`src/rtl/dcache_direct_wb.sv`:
```
// ============================================================================
// dcache_direct_wb : direct-mapped, write-back, write-allocate cache, 4-word lines
// Rev 1.0
// ============================================================================
`default_nettype none

module dcache_direct_wb #(
  parameter int INDEX_W = 3
) (
  input  logic         clk,
  input  logic         proc_reset,
  input  logic         proc_read,
  input  logic         proc_write,
  input  logic [29:0]  proc_addr,
  input  logic [31:0]  proc_wdata,
  output logic [31:0]  proc_rdata,
  output logic         proc_stall,
  output logic         mem_read,
  output logic         mem_write,
  output logic [27:0]  mem_addr,
  output logic [127:0] mem_wdata,
  input  logic [127:0] mem_rdata,
  input  logic         mem_ready
);

  localparam int TAG_W = 30 - INDEX_W - 2;
  localparam int LINES = 2 ** INDEX_W;

  localparam logic [1:0] S_IDLE      = 2'd0;
  localparam logic [1:0] S_WRITEBACK = 2'd1;
  localparam logic [1:0] S_ALLOCATE  = 2'd2;

  logic [1:0]         r_state;
  logic [LINES-1:0]   r_valid;
  logic [LINES-1:0]   r_dirty;
  logic [TAG_W-1:0]   r_tag  [LINES];
  logic [127:0]       r_data [LINES];

  logic [1:0]         w_off;
  logic [INDEX_W-1:0] w_idx;
  logic [TAG_W-1:0]   w_tag;
  logic [127:0]       w_line;
  logic               w_req;
  logic               w_hit;
  logic               w_victim_dirty;
  logic               w_stall;

  assign w_off          = proc_addr[1:0];
  assign w_idx          = proc_addr[INDEX_W+1:2];
  assign w_tag          = proc_addr[29:INDEX_W+2];
  assign w_line         = r_data[w_idx];
  assign w_req          = proc_read | proc_write;
  assign w_hit          = r_valid[w_idx] & (r_tag[w_idx] == w_tag);
  assign w_victim_dirty = r_valid[w_idx] & r_dirty[w_idx];

  // Read data always reflects the addressed word; cleared arrays give 0 after reset.
  assign proc_rdata = w_line[{w_off, 5'd0} +: 32];

  // Stall is forced low while reset is asserted so it drops without waiting for a clock.
  assign proc_stall = w_stall & ~proc_reset;

  always_comb begin
    mem_read  = 1'b0;
    mem_write = 1'b0;
    mem_addr  = '0;
    mem_wdata = '0;
    w_stall   = 1'b0;
    case (r_state)
      S_IDLE: begin
        w_stall = w_req & ~w_hit;
      end
      S_WRITEBACK: begin
        mem_write = 1'b1;
        mem_addr  = {r_tag[w_idx], w_idx};
        mem_wdata = w_line;
        w_stall   = 1'b1;
      end
      S_ALLOCATE: begin
        mem_read = 1'b1;
        mem_addr = proc_addr[29:2];
        w_stall  = 1'b1;
      end
      default: begin
        w_stall = 1'b0;
      end
    endcase
  end

  always_ff @(posedge clk or posedge proc_reset) begin
    if (proc_reset) begin
      r_state <= S_IDLE;
      r_valid <= '0;
      r_dirty <= '0;
      for (int i = 0; i < LINES; i++) begin
        r_tag[i]  <= '0;
        r_data[i] <= '0;
      end
    end else begin
      case (r_state)
        S_IDLE: begin
          if (w_req) begin
            if (w_hit) begin
              // Write wins when both request lines are high.
              if (proc_write) begin
                r_data[w_idx][{w_off, 5'd0} +: 32] <= proc_wdata;
                r_dirty[w_idx]                     <= 1'b1;
              end
            end else if (w_victim_dirty) begin
              r_state <= S_WRITEBACK;
            end else begin
              r_state <= S_ALLOCATE;
            end
          end
        end
        S_WRITEBACK: begin
          if (mem_ready) begin
            r_dirty[w_idx] <= 1'b0;
            r_state        <= S_ALLOCATE;
          end
        end
        S_ALLOCATE: begin
          // After the fill the request hits in IDLE, which also merges a pending write.
          if (mem_ready) begin
            r_data[w_idx]  <= mem_rdata;
            r_tag[w_idx]   <= w_tag;
            r_valid[w_idx] <= 1'b1;
            r_dirty[w_idx] <= 1'b0;
            r_state        <= S_IDLE;
          end
        end
        default: begin
          r_state <= S_IDLE;
        end
      endcase
    end
  end

endmodule

`default_nettype wire

```
`config.mk`:
```
export PLATFORM = sky130hd
export DESIGN_NAME = dcache_direct_wb
export DESIGN_NICKNAME = d
export VERILOG_FILES = /design/src/rtl/dcache_direct_wb.sv
export SDC_FILE = /design/constraint.sdc
export NUM_CORES = 2
export LEC_CHECK = 0
export ABC_AREA = 1
export BUFFER_PORTS_ARGS = -buffer_cell sky130_fd_sc_hd__buf_4
export CAP_MARGIN = 40
export CORE_MARGIN = 3
export CORE_UTILIZATION = 25
export DETAILED_ROUTE_END_ITERATION = 8
export GPL_TIMING_DRIVEN = 0
export HOLD_SLACK_MARGIN = 0.03
export PLACE_DENSITY = 0.44
export SLEW_MARGIN = 40
export SYNTH_ARGS = -nofsm -noshare
export SYNTH_HDL_FRONTEND = slang
export SYNTH_SLANG_ARGS = --single-unit
```
`constraint.sdc`:
```
create_clock -name clk -period 131.8 [get_ports clk]
set_clock_uncertainty 0.2 [all_clocks]
set_input_delay 26.36 -clock clk [delete_from_list [all_inputs] [get_ports clk]]
set_output_delay 26.36 -clock clk [all_outputs]
set_load 0.03 [all_outputs]
```
==> metrics.md <==
| Metric | Value |
|---|---|
| Cts bufs inserted | 157 |
| Pleak | 39.3 nW |
| WL/cell | 38.4 um |
| Vias | 71,300 |
| Setup Viol. Count Final | 0 |
| Initial antenna violation count | 70 |
| Initial core utilization | 0.252 |
| Slew @ Worst Pin | 1010 ps |
| Worst path cell trace | buf_4 > buf_4 > buf_2 > buf_2 > nand2_2 > inv_1 > clkbuf_2 > buf_2 > buf_2 > nand2_1 > nand4_1 > o21ai_0 > o22ai_1 > buf_4 |
| Reg2Reg Launch Point | r_state[0] |
| VDD IR max | 0.0139 mV |
| Power per cell area | 22.1 nW/um^2 |
| Placer Congestion | 1.06 |
| Fin cells | 12,200 |
| Worst min-delay path class | flip-flop to flip-flop |
| Clk_lat worst skew | 890 ps |
| Synthesized instance count | 8,000 |
| Fin crit period | 58,460 ps |
| Vias in the first global route | 65,900 |
| Hold path depth | 2 |
| Die Span X | 508 um |
| Tot GR Track Use | 0.352 |
| # DRC | 0 |
| Slew HR | 0.323 |
| First-pass GRT wire length | 614 mm |
| IO Port Bufs | 384 |
| Reg clk slew, reported paths | 60 ps |
| Sequential group share of total power | 0.308 |
| Largest net degree at the start of global routing | 75 |
| RSZ-0062 raised after global routing | no |
| Internal Pwr Total | 0.893 mW |
| Post-CTS Setup Bufs | 0 |
| Die ar. | 258,000 um^2 |
| Ratio of cells with drive above 1 in the final layout | 0.145 |
| CP Capture Type | primary output |
| Area Growth Syn to Fin | 26.4% |
| Initial DRT Pass Iterations | 7 |
| CP top delay family | buffers and inverters |
| Die Y | 508 um |
| Placed Area | 73,900 um^2 |
| Post-cts sizing count | 0 |
| Iter 0 DRT Violations | 10,700 |
| Setup CP Type | input port to primary output |
| Fraction of registers with async set/reset | 1.00 |
| CP Buf/Inv Count | 9 |
| HP Start | r_valid[4] |
| Remaining antenna violation count | 0 |
| CP max-delay cell | buf_2 |
| Row cnt | 183 |
| CTS Hold Bufs | 0 |
| Post-synth EDFFs | 0 |
| Synth cell types | 35 |
| Core area | 250,000 um^2 |
| Top-Level Pins | 386 |
| CTS tree | yes |
| Post-DP HPWL | 345 mm |
| Reg2Reg Depth | 13 |
| Slew Limit Fails | 0 |
| Max Fclk | 17.1 MHz |
| Dpl cells | 11,900 |
| Total power | 1.75 mW |
| P_sw | 0.862 mW |
| Nets | 8,909 |
| Clock power share | 0.259 |
| Max Root-Sink Buffers | 3 |
| Total grt overflow | 0 |
| Place WS | 73,560 ps |
| Status | completed |
| Worst-path fanout max | 10 |
| Fill cell count | 26,900 |
| #FFs+latches synth | 1,242 |
| Fin. Hold Viols | 0 |
| Sw frac | 0.491 |
| Setup TNS | 0 ps |
| Most frequent cells in the layout | 3,047 x nand2_1, 1,242 x dfrtp_1, 1,113 x nand4_1, 452 x buf_4, 399 x clkbuf_1 |
| Clock sink count | 1,242 |
| Final Instance Area | 79,500 um^2 |
| Seq/Total Area, Yosys | 0.494 |
| Most common cell after layout, fill and taps aside | nand2_1 |
| Worst Path Required | 105,240 ps |
| Slowest stage delay, CP | 860 ps |
| WHS | 245 ps |
| Critical Path AT | 31,900 ps |
| Critical Path Most Common Cell | buf_2 |
| CP Launch Point | proc_addr[2] |
| Synth Flop Type | dfrtp_1 |
| Final worst slack | 73,340 ps |
| H-tree depth | 4 |
| CTS root buf | clkbuf_16 |
| Mapped Nets | 8,204 |
| Final Cycle Share | 0.444 |
| Via-to-Cell Ratio | 5.84 |
| Combinational share of power | 0.432 |
| Finished Core Util | 0.319 |
| Post-Route WL | 468 mm |
| Syn Area/Cell | 7.86 um^2 |
| Mapped cell area | 62,900 um^2 |
| Synthesis Warnings | 0 |
| Critical Path Stages | 14 |
| Max_cap viols | 0 |
| Critical Path Source Type | input port |
==> synth_stat cells (28+ instances only) <==
library cell | count | area share
buf_2 | 102 | 0.0081
dfrtp_1 | 1242 | 0.49
a221oi_1 | 158 | 0.022
o21ai_1 | 57 | 0.0045
nor2_1 | 243 | 0.014
a22oi_1 | 77 | 0.0092
nand3_1 | 177 | 0.014
o41ai_1 | 28 | 0.0039
nand4_1 | 1113 | 0.11
o31ai_1 | 28 | 0.0033
inv_1 | 393 | 0.023
buf_1 | 30 | 0.0018
o22ai_1 | 32 | 0.0032
buf_4 | 58 | 0.0069
o21ai_0 | 296 | 0.024
a22o_1 | 135 | 0.019
a21oi_1 | 166 | 0.013
clkbuf_1 | 508 | 0.030
nand2_1 | 3052 | 0.18
==> flip-flops by register name, summed over array words and instances, names as in the netlist, named ones only <==
name	cells
r_tag	200
r_data	1024
r_state	2
r_valid	8
==> worst min-delay path, delay by kind of cell (launching register included) <==
family	cells	cell delay, ps
buffers and inverters	1	40
and+or+nand+nor	1	50
DFF	1	320
==> power by group through the flow <==
stage          logic [mW]  clock network (mW)  registers [mW]
2_1_floorplan       0.335                   0           0.530
3_3_place_gp        0.676                   0           0.546
3_5_place_dp        0.712                   0           0.543
4_1_cts             0.713               0.454           0.538
5_1_grt             0.764               0.470           0.550
6_report            0.759               0.455           0.541
==> worst paths after layout <==
| path | slack (ps) | end |
|---|---|---|
| hold reg to reg | 240 | r_valid[4] |
| max in group asynchronous | 103210 | r_data[592] |
| setup reg to reg | 126090 | r_data[360] |
| min in group asynchronous | 25260 | r_tag[65] |
| setup / recovery | 73340 | proc_rdata[0] |
| hold / removal | 240 | r_valid[4] |
==> per-layer routing <==
| layer | up-vias | part of all wire | global-route usage |
|---|---|---|---|
| met5 | - | 0.0011 | 0.0117 |
| met4 | 36 | 0.10 | 0.297 |
| met3 | 1445 | 0.13 | 0.134 |
| met2 | 5344 | 0.40 | 0.481 |
| met1 | 35600 | 0.37 | 0.431 |
| li1 | 28900 | - | - |
==> cell families (layout without fill, tap and decap cells) <==
| family | count (synthesis) | count (layout) | share of synthesized area |
|---|---|---|---|
| fa+ha+maj | 9 | 9 | 0.00179 |
| other cells | 0 | 49 | 0 |
| compound gates | 1023 | 1023 | 0.108 |
| flops | 1242 | 1242 | 0.494 |
| buf+inv | 1115 | 1945 | 0.0726 |
| simple gates | 4611 | 4611 | 0.324 |
==> cell type report <==
cell class,instances,area (um^2),share of cell area
buffer,703,3400,0.0427
clock buffer,240,4620,0.0581
antenna,49,123,0.00154
inverter,412,1550,0.0195
clock inverter,44,648,0.00815
sequential,1242,31100,0.391
multi-input combinational,5643,28100,0.354
tap,3330,4170,0.0524
timing repair buffer,546,5800,0.0730
Note: power is estimated with default switching activity, not from simulation.
